**config.mk**
```make
export PLATFORM = sky130hd
export DESIGN_NAME = ad9361_dual_axis_unpack
export DESIGN_NICKNAME = d
export VERILOG_FILES = /design/src/rtl/ad9361_dual_axis_unpack.sv
export SDC_FILE = /design/constraint.sdc
export NUM_CORES = 1
export LEC_CHECK = 0
export BUFFER_PORTS_ARGS = -buffer_cell sky130_fd_sc_hd__buf_4
export CAP_MARGIN = 15
export CORE_MARGIN = 1
export CORE_UTILIZATION = 40
export DETAILED_ROUTE_END_ITERATION = 8
export PLACE_DENSITY_LB_ADDON = 0.2
export SYNTH_ARGS = -nofsm -noshare
export SYNTH_HDL_FRONTEND = slang
export SYNTH_SLANG_ARGS = --single-unit
```
**constraint.sdc**
```tcl
create_clock -name data_clk -period 24.7 [get_ports data_clk]
set_input_delay 2.47 -clock data_clk [delete_from_list [all_inputs] [get_ports data_clk]]
set_output_delay 2.47 -clock data_clk [all_outputs]
set_load 0.01 [all_outputs]
```
**src/rtl/ad9361_dual_axis_unpack.sv**
```systemverilog
// ============================================================================
// Module      : ad9361_dual_axis_unpack
// Description : Unpacks 128-bit AXI-stream beats into four 12-bit I/Q channel
//               samples for the AD9361 DAC core, through a small beat FIFO.
//               Optional build macro AD9361_TX_UNDERFLOW_ZERO_EN zeroes the
//               data outputs on underflow instead of holding the last sample.
// Revision    : 1.0 - initial release
// ============================================================================
`default_nettype none

module ad9361_dual_axis_unpack #(
    parameter int REVERSE_DATA      = 0,
    parameter int FIFO_DEPTH        = 8,
    parameter int USE_AXIS_TLAST    = 0,
    parameter int AXIS_BURST_LENGTH = 512
) (
    input  logic         data_clk,
    input  logic         rst,
    input  logic         s_axis_tvalid,
    output logic         s_axis_tready,
    input  logic         s_axis_tlast,
    input  logic [127:0] s_axis_tdata,
    input  logic         dac_req,
    output logic         valid_0,
    output logic         valid_1,
    output logic         valid_2,
    output logic         valid_3,
    output logic [11:0]  data_i0,
    output logic [11:0]  data_q0,
    output logic [11:0]  data_i1,
    output logic [11:0]  data_q1,
    output logic [11:0]  data_i2,
    output logic [11:0]  data_q2,
    output logic [11:0]  data_i3,
    output logic [11:0]  data_q3,
    output logic         underflow,
    output logic [15:0]  underflow_count,
    output logic         tlast_error
);

    localparam int              c_AW   = $clog2(FIFO_DEPTH);
    localparam int              c_CW   = c_AW + 1;
    localparam logic [c_CW-1:0] c_FULL = c_CW'(FIFO_DEPTH);

    logic [95:0]     r_mem [FIFO_DEPTH];
    logic [c_AW-1:0] r_wptr;
    logic [c_AW-1:0] r_rptr;
    logic [c_CW-1:0] r_count;
    logic [c_CW-1:0] w_count_next;
    logic            r_tready;
    logic            w_push;
    logic            w_pop;
    logic            w_empty;
    logic [95:0]     w_beat;
    logic [95:0]     r_sample;
    logic            r_valid;
    logic            r_underflow;
    logic [15:0]     r_uf_count;
    logic            w_unused_inputs;

    // Upper lane nibbles (and tlast when unchecked) carry nothing.
    assign w_unused_inputs = ^{s_axis_tdata, s_axis_tlast};

    // Sample word order: i0 q0 i1 q1 i2 q2 i3 q3, i0 in the top 12 bits.
    for (genvar k = 0; k < 8; k++) begin : g_lane
        if (REVERSE_DATA != 0) begin : g_rev
            assign w_beat[95-12*k -: 12] = s_axis_tdata[16*k +: 12];
        end else begin : g_fwd
            assign w_beat[95-12*k -: 12] = s_axis_tdata[16*(7-k) +: 12];
        end
    end

    assign w_empty = (r_count == '0);
    assign w_push  = s_axis_tvalid & r_tready;
    assign w_pop   = dac_req & ~w_empty;

    always_comb begin
        w_count_next = r_count;
        if (w_push && !w_pop) begin
            w_count_next = r_count + c_CW'(1);
        end else if (!w_push && w_pop) begin
            w_count_next = r_count - c_CW'(1);
        end
    end

    always_ff @(posedge data_clk) begin
        if (rst) begin
            r_wptr   <= '0;
            r_rptr   <= '0;
            r_count  <= '0;
            r_tready <= 1'b0;
        end else begin
            if (w_push) r_wptr <= r_wptr + c_AW'(1);
            if (w_pop)  r_rptr <= r_rptr + c_AW'(1);
            r_count  <= w_count_next;
            r_tready <= (w_count_next != c_FULL);
        end
    end

    always_ff @(posedge data_clk) begin
        if (w_push) r_mem[r_wptr] <= w_beat;
    end

    // A beat pushed while empty is not readable until the next cycle.
    always_ff @(posedge data_clk) begin
        if (rst) begin
            r_sample    <= '0;
            r_valid     <= 1'b0;
            r_underflow <= 1'b0;
            r_uf_count  <= '0;
        end else begin
            r_valid     <= dac_req;
            r_underflow <= 1'b0;
            if (w_pop) begin
                r_sample <= r_mem[r_rptr];
            end else if (dac_req) begin
                r_underflow <= 1'b1;
                if (r_uf_count != 16'hFFFF) r_uf_count <= r_uf_count + 16'd1;
`ifdef AD9361_TX_UNDERFLOW_ZERO_EN
                r_sample <= '0;
`endif
            end
        end
    end

    if (USE_AXIS_TLAST != 0) begin : g_tlast
        localparam int              c_BW   = $clog2(AXIS_BURST_LENGTH) + 1;
        localparam logic [c_BW-1:0] c_LAST = c_BW'(AXIS_BURST_LENGTH - 1);

        logic [c_BW-1:0] r_beat_cnt;
        logic            r_err;
        logic            w_at_last;

        assign w_at_last = (r_beat_cnt == c_LAST);

        always_ff @(posedge data_clk) begin
            if (rst) begin
                r_beat_cnt <= '0;
                r_err      <= 1'b0;
            end else begin
                r_err <= 1'b0;
                if (w_push) begin
                    r_err <= s_axis_tlast ^ w_at_last;
                    if (s_axis_tlast || w_at_last) r_beat_cnt <= '0;
                    else                           r_beat_cnt <= r_beat_cnt + c_BW'(1);
                end
            end
        end

        assign tlast_error = r_err;
    end else begin : g_no_tlast
        assign tlast_error = 1'b0;
    end

    assign s_axis_tready   = r_tready;
    assign valid_0         = r_valid;
    assign valid_1         = r_valid;
    assign valid_2         = r_valid;
    assign valid_3         = r_valid;
    assign data_i0         = r_sample[95:84];
    assign data_q0         = r_sample[83:72];
    assign data_i1         = r_sample[71:60];
    assign data_q1         = r_sample[59:48];
    assign data_i2         = r_sample[47:36];
    assign data_q2         = r_sample[35:24];
    assign data_i3         = r_sample[23:12];
    assign data_q3         = r_sample[11:0];
    assign underflow       = r_underflow;
    assign underflow_count = r_uf_count;

endmodule

`default_nettype wire
```
# Word-level counts from Yosys, hierarchy flattened
# Memories as Yosys holds them, arrays and structs flattened. A register that Yosys moved wholly into a read port is not among the register bits.
# Index checks and enable logic that the tools add are counted.
# Widths: inputs -> output; s select.
word_totals:
  ff_bits: 29
  latchBits: 0
  mem_bits_rw: 768
  romBits: 0
  input_bits: 133
  output_inout_bits: 119
  wordCells: 31
  n_memories: 1
op_classes:
  add_sub_neg: 5
  multipliers: 0
  n_div: 0
  magnitude_cmp: 0
  n_eq_ne: 2
  shift: 0
  n_mux: 5
  bitwise: 4
  n_reduce_logical: 7
memory_table:
  columns: ["name", "depth", "width", "read_ports", "rd_ports_with_merged_regs", "wr", "line_no", "rtl"]
  rows:
  - ["r_mem", 8, 96, 1, 1, 1, "45", "logic [95:0] r_mem [FIFO_DEPTH];"]
ops:
  columns: ["operator", "count"]
  rows:
  - ["$add 16x1->16 const B", 1]
  - ["$ne 16x16->1 const B", 1]
  - ["$mux 4", 2]
  - ["$add 3x1->3 const B", 2]
  - ["$add 4x1->4 const B", 1]
  - ["$logic_not 4->1", 1]
  - ["$ne 4x4->1 const B", 1]
  - ["$sub 4x1->4 const B", 1]
  - ["$mux 1", 3]
  - ["$reduce_and 3->1", 1]
  - ["$and 1x1->1", 2]
  - ["$logic_and 1x1->1", 2]
  - ["$logic_not 1->1", 2]
  - ["$not 1->1", 2]
  - ["$reduce_or 2->1", 1]

# Logic depth before layout (Yosys ltp)
# Gate-level depths: netlist (run 1).
logic_depth:
  word_depth: 7
  depth_mapped: 8

# Worst setup path after synthesis (run 1)
# OpenSTA, ideal clock, no wires.
synth_timing:
  path_kind: "input to register"
  startpoint: "in s_axis_tvalid"
  endpoint: "mem r_mem[0][0], enable pin"
  setup_ns: 0.787
  arrival_time_ns: 11.834
  required_time_ns: 23.913
  setup_slack_ns: 12.080
  path_stages: 3
  n_path_buf: 1
  cell_sequence: "nand2_1 -> clkbuf_1 -> nor4_1"
synth_via:
  elab_chain_len: 3
synth_rtl:
  columns: ["element", "line_no", "rtl"]
  rows:
  - ["start: declaration", "19", "input logic s_axis_tvalid,"]
  - ["$and 1x1->1", "74", "assign w_push = s_axis_tvalid & r_tready;"]
  - ["$mux 1", "101", "if (w_push) r_mem[r_wptr] <= w_beat;"]
  - ["$mux 1 (implied by the code)", "101", null]
  - ["end: declaration", "45", null]
# Every way passes these cells.

# Worst setup path after layout (run 1)
layout_timing:
  startpoint: "in s_axis_tvalid"
  endpoint: "mem r_mem[4][12], enable pin"
# Same word-level chain as after synthesis.

==> impl_metrics.py, run 1 <==
metrics = {
    "layout": {
        "fin_nets": 1997,
        "area_growth_pct": 17.9,
        "diodes": 0,
        "nFillCells": 6832,
        "stdcell_count": 3010,
        "drive_gt1_share_pct": 31.2,
    },
    "logic_synthesis": {
        "ys_seq_elements": 893,
        "yosys-top-cells-count": "edfxtp_1 (768), mux4_2 (192), dfxtp_1 (125), a21oi_1 (105), mux2i_1 (99)",
        "synthFlopType": "edfxtp_1",
        "synthArstFlopShare_pct": 0,
        "synth_enable_flop_cells": 768,
        "syn_avg_cell_area_um2": 20.6,
        "synthCells": 1613,
        "yosysTopAreaCell": "edfxtp_1",
        "synth_top_area_share_pct": 69.5,
        "yosys-top-cells-area": "edfxtp_1 (69%), mux4_2 (13%), dfxtp_1 (7.5%)",
        "syn-cell-area_mm2": 0.0332,
        "synth_seq_area_share_pct": 77.0,
        "synth_most_common_cell": "edfxtp_1",
        "ys.warnings.count": 0,
        "yosysUniqueCellTypes": 45,
        "syn-num-nets": 1751,
    },
    "sta": {
        "hold-worst-slack_ns": 0.532,
        "setup-violations-final": 0,
        "min_period_over_period_pct": 16.0,
        "fin_setup_tns_ns": 0,
        "worst_pin_slew_ns": 1.03,
        "fin_crit_ns": 3.96,
        "skew_ns": 0.0209,
        "fmax_mhz": 252,
        "maxSlewViolCount": 0,
        "hold_viol": 0,
        "rsz0062_at_grt": "false",
        "max_slew_margin_pct": 31.1,
    },
    "die": {
        "dieWidth_um": 290,
        "pin_count": 252,
        "fp.dieH_um": 290,
        "die_area_mm2": 0.0841,
        "num_rows": 105,
        "initial_core_util_pct": 40.4,
        "fp.coreArea_mm2": 0.0821,
    },
    "route": {
        "ant_nets": 0,
        "drtIter0Drc": 1015,
        "routed-via-count": 15800,
        "wl_per_cell_um": 23.6,
        "viasPerCell": 5.24,
        "drt_wl_total_um": 70900,
        "drc": 0,
        "drt_first_pass_iters": 4,
    },
    "place": {
        "portBuffers": 217,
        "gp_congestion": 0.718,
        "dp.cells": 2831,
        "dp_hpwl_um": 35700,
    },
    "clock_tree": {
        "cts.reportedPaths.clkPinSlew_ns": 0.06,
        "cts-hold-fix-buffers": 0,
        "htree_levels": 3,
        "cts_tree": "built",
        "ctsResizeCount": 0,
        "numCtsBuffers": 96,
        "cts_buffer_depth": 3,
        "clock_latency_ns": 0.64,
        "cts_num_sinks": 893,
        "cts_setup_buffers": 0,
        "clockRootBuffer": "clkbuf_16",
    },
    "worst_hold_path": {
        "hp-class": "flop to flop",
        "hold_end": "r_sample[59]",
        "hold_start": "r_sample[59]",
        "worstHoldPathCells": 2,
    },
    "power": {
        "pwr_density_cell_mw_per_mm2": 102,
        "vdd_ir_drop_max_uv": 57.7,
        "p_leak_nw": 12.6,
    },
    "critical_path": {
        "r2r-start": "r_rptr[0]",
        "path_class": "primary input to flop",
        "r2r_cells": 5,
        "start_kind": "primary input",
        "crit_path_max_fanout": 54,
        "required_ns": 24.95,
        "reg2reg_to": "r_sample[14]",
        "cp-end-kind": "flop",
        "r2r_slack_ns": 21.05,
        "arrival_ns": 4.21,
    },
    "global_route": {
        "grt_pass1_wl_um": 106000,
        "grt_pass1_vias": 16800,
        "grt-ovfl-total": 0,
        "grt_max_degree": 74,
        "grt_antenna_before_repair": 8,
        "grtUsageTotal_pct": 16.9,
    },
    "outcome": {
        "outcome": "complete, no violations",
    },
    "job": {
        "maxCapViolations": 0,
    },
}
stage by stage:
step | power, mW | util, % | instance area (um2) | setup WS, ns
global placement | 2.60 | 43.8 | 36000 | 20.07
floorplan | 2.37 | - | 33200 | 12.08
finish | 3.98 | 47.7 | 39100 | 20.74
global route | 4.15 | 47.7 | 39100 | 20.60
CTS | 4.05 | 47.7 | 39100 | 20.74
detailed placement | 2.61 | 43.8 | 36000 | 20.06
per-layer routing:
metal  GRT usage, %  part of all wire [%]  wire length, um
met1           21.4                    42            29800
met2           29.3                    51            36300
met3           3.60                   4.6             3290
met4           5.02                   2.1             1490
met5              0                  0.13               92
worst max path at each step:
stage / startpoint / end / slack (ns) / depth (start not counted)
floorplan: s_axis_tvalid / r_mem[0][0] / 12.08 / 3
global placement: s_axis_tvalid / r_mem[4][28] / 20.07 / 5
detailed placement: s_axis_tvalid / r_mem[4][28] / 20.06 / 5
CTS: s_axis_tvalid / r_mem[4][12] / 20.74 / 5
global route: dac_req / r_rptr[2] / 20.60 / 6
finish: s_axis_tvalid / r_mem[4][12] / 20.74 / 5
cells by family (layout without fill, tap and decap cells):
kind of cell             after synthesis  in the layout  synth area share, %
AO/OA/AOI/OAI                        214            214                 3.37
AND/OR/NAND/NOR                       86             86                 1.41
multiplexers                         291            291                 16.0
XOR/XNOR                              20             20                0.550
buffers and inverters                103            430                 1.44
other                                  1              1               0.0113
adder cells (fa/ha/maj)                5              5                0.188
flip-flops                           893            893                 77.0
registers in the layout, indices dropped and copies added (netlist names):
signal	count
r_count	4
r_mem	768
r_rptr	3
r_sample	96
r_wptr	3
s_axis_tready	1
underflow	1
underflow_count	16
valid_0	1
cell usage in the layout, fill, tap and decap left out, types with 2 or more instances in the layout:
master and n:
nand2_1 15, mux2i_1 99, a211oi_2 2, xor2_1 6, edfxtp_1 768, buf_4 246
clkinv_2 20, clkinvlp_4 3, dfxtp_4 3, nand2b_1 2, nand4_1 4, a21oi_1 105
nor2_1 23, dfxtp_1 122, mux4_2 192, a211oi_1 2, o21ai_0 96, o21ai_1 2
and4_1 5, clkinv_8 2, clkbuf_8 13, nor2_4 3, inv_6 3, nor3_1 3
o211ai_1 2, nor3_2 4, xnor2_1 13, nand3_1 9, and2_1 4, inv_1 4
ha_1 5, nor4_2 2, bufinv_16 8, clkinv_1 13, clkbuf_16 97, clkbuf_1 20
or3_1 2, and3_1 3
final cells by class:
type | instances | area, um2 | share of cell area [%]
Sequential cell | 893 | 25600 | 65.3
Inverter | 5 | 20.0 | 0.0511
Timing Repair Buffer | 246 | 1850 | 4.72
Clock buffer | 130 | 2680 | 6.85
Tap cell | 1070 | 1340 | 3.42
Clock inverter | 49 | 485 | 1.24
Multi-Input combinational cell | 617 | 7200 | 18.4
worst max-delay path, stage by stage:
cell and delay, ns:
buf_4 0.09, and2_1 0.28, nand2_1 0.27, nor3_2 0.22
buf_4 0.80
where the power goes:
group	switching (mW)	leakage [nW]	internal (mW)
clock network	0.577	1.56	0.845
logic	0.363	3.03	0.353
registers	0.0733	7.98	1.77
total	1.01	12.6	2.97
No activity file was read; power rests on OpenSTA's default activity.
==> inputs of run 2 (changes only) <==
- ABC_AREA: default -> 1
- clock period: 24.7 -> 3.95 ns (I/O delays scaled with it)
==> impl_metrics.py, run 2 <==
metrics = {
    "critical_path": {
        "cp-end-kind": "flop",
        "worstSetupStartpoint": "r_rptr[1]",
        "path_class": "flop to flop",
        "r2r_cells": 5,
        "r2r_slack_ns": 1.38,
        "critical_path.endpoint": "r_sample[90]",
        "required_ns": 4.51,
        "arrival_ns": 3.13,
        "r2r-start": "r_rptr[1]",
        "crit_path_max_fanout": 88,
        "reg2reg_to": "r_sample[90]",
        "start_kind": "flop",
    },
    "layout": {
        "largest_reg_flops": 768,
        "final_common_cell": "edfxtp_1",
        "mostFrequentLayoutCells": "edfxtp_1 (768), nor2_1 (498), o21ai_0 (475), buf_4 (232), dfxtp_1 (122)",
        "drive_gt1_share_pct": 13.8,
        "fin_nets": 3023,
        "area_growth_pct": 20.0,
        "top_register": "r_mem",
    },
    "logic_synthesis": {
        "yosysUniqueCellTypes": 30,
        "synth_seq_area_share_pct": 75.3,
        "syn-cell-area_mm2": 0.0339,
        "synth_most_common_cell": "edfxtp_1",
        "yosysTopAreaCell": "edfxtp_1",
        "ys.warnings.count": 0,
        "syn-num-nets": 2771,
        "yosys-top-cells-count": "edfxtp_1 (768), nor2_1 (506), o21ai_0 (475), dfxtp_1 (125), a21oi_1 (118)",
        "synth_enable_flop_cells": 768,
        "synthArstFlopShare_pct": 0,
        "syn_avg_cell_area_um2": 12.9,
        "synth_top_area_share_pct": 68.0,
        "yosys-top-cells-area": "edfxtp_1 (68%), dfxtp_1 (7.4%), o21ai_0 (7.0%)",
        "ys_seq_elements": 893,
        "synthFlopType": "edfxtp_1",
        "synthCells": 2633,
    },
    "clock_tree": {
        "clockRootBuffer": "clkbuf_16",
        "numCtsBuffers": 94,
        "cts_setup_buffers": 0,
        "clock_latency_ns": 0.65,
        "cts.reportedPaths.clkPinSlew_ns": 0.06,
        "cts_tree": "built",
        "cts_num_sinks": 893,
        "htree_levels": 3,
        "cts_buffer_depth": 3,
    },
    "die": {
        "fp.dieH_um": 293,
        "pin_count": 252,
        "dieWidth_um": 293,
        "fp.coreArea_mm2": 0.0838,
        "die_area_mm2": 0.0860,
        "initial_core_util_pct": 40.5,
        "num_rows": 106,
    },
    "route": {
        "routed-via-count": 21900,
        "drtIter0Drc": 1624,
        "drt_first_pass_iters": 5,
        "drt_wl_total_um": 83900,
        "wl_per_cell_um": 20.5,
        "ant_nets": 0,
        "viasPerCell": 5.34,
        "drc": 0,
    },
    "place": {
        "dp_hpwl_um": 39500,
        "gp_congestion": 0.824,
        "portBuffers": 217,
    },
    "global_route": {
        "grt_antenna_before_repair": 6,
        "grt_pass1_vias": 21500,
        "grt_max_degree": 246,
        "grt_pass1_wl_um": 126000,
        "grt-ovfl-total": 0,
        "grtUsageTotal_pct": 19.3,
    },
    "sta": {
        "rsz0062_at_grt": "false",
        "maxSlewViolCount": 0,
        "min_period_over_period_pct": 65.0,
        "worst_pin_slew_ns": 1.12,
        "max_slew_margin_pct": 25.5,
        "hold-worst-slack_ns": 0.0727,
        "hold_viol": 0,
        "fin_crit_ns": 2.57,
        "fmax_mhz": 389,
        "fin_setup_tns_ns": 0,
        "skew_ns": 0.0210,
        "setup-violations-final": 0,
    },
    "outcome": {
        "outcome": "complete, no violations",
    },
    "job": {
        "maxCapViolations": 0,
    },
    "power": {
        "vdd_ir_drop_max_uv": 556,
        "p_leak_nw": 13.6,
        "pwr_density_cell_mw_per_mm2": 671,
    },
    "worst_hold_path": {
        "hp-class": "primary input to flop",
    },
}
[run 2: area by class of cell]
cell class	instances	area, um2
Inverter	30	128
Clock inverter	37	465
Fill cell	7307	43100
Clock buffer	139	2700
Sequential cell	893	25600
Timing Repair Buffer	344	3020
Tap cell	1134	1420
Antenna cell	2	5.00
Multi-Input combinational cell	1522	7410
[run 2: worst min path at each step]
stage / from / end / slack [ns] / cells past startpoint
floorplan: r_wptr[0] / r_wptr[0] / 0.46 / 2
finish: rst / underflow_count[10] / 0.07 / 2
global route: rst / underflow_count[10] / 0.06 / 2
global placement: r_wptr[0] / r_wptr[0] / 0.47 / 2
detailed placement: r_wptr[0] / r_wptr[0] / 0.49 / 2
CTS: rst / underflow_count[8] / 0.04 / 2
[run 2: worst max-delay path: stages (launching register included)]
cell,delay (ns)
dfxtp_4,1.03
buf_4,0.75
o21ai_0,0.21
o211ai_1,0.22
o21ai_1,0.09
a21oi_1,0.14
[run 2: per-layer routing]
metal,share of wire (%),track usage [%],vias up
met5,0.048,0,-
met4,1.7,5.30,8
met3,5.7,3.06,121
met2,49,33.5,613
met1,43,25.1,10900
li1,-,-,10200
[run 2: cell families after synthesis]
logic type,Yosys count,synth area share (%)
XOR/XNOR,8,0.206
flip-flops,893,75.3
AND/OR/NAND/NOR,609,6.90
adder cells (fa/ha/maj),5,0.184
other,1,0.0110
AO/OA/AOI/OAI,899,14.3
buffers and inverters,218,3.04
[run 2: where the power goes]
group	total [mW]	internal, mW	switching (mW)
clock	8.92	5.34	3.58
sequential	11.6	11.1	0.506
combinational	6.74	2.29	4.46
[run 2: what timing repair did]
action,4_1_cts,5_1_grt
hold buffers,96,0
endpoints found under the hold margin,768,0
gates resized for setup,0,0
[run 2: metrics by stage]
step,utilization [%],setup slack (ns),instance area [um2],power (mW),cells
CTS,48.6,1.35,40700,27.6,4099
finish,48.6,1.38,40700,27.3,4101
detailed placement,43.7,1.32,36600,18.6,3827
floorplan,-,-1.40,33900,16.1,2633
global route,48.6,1.14,40700,28.8,4100
global placement,43.7,1.37,36600,18.3,3827
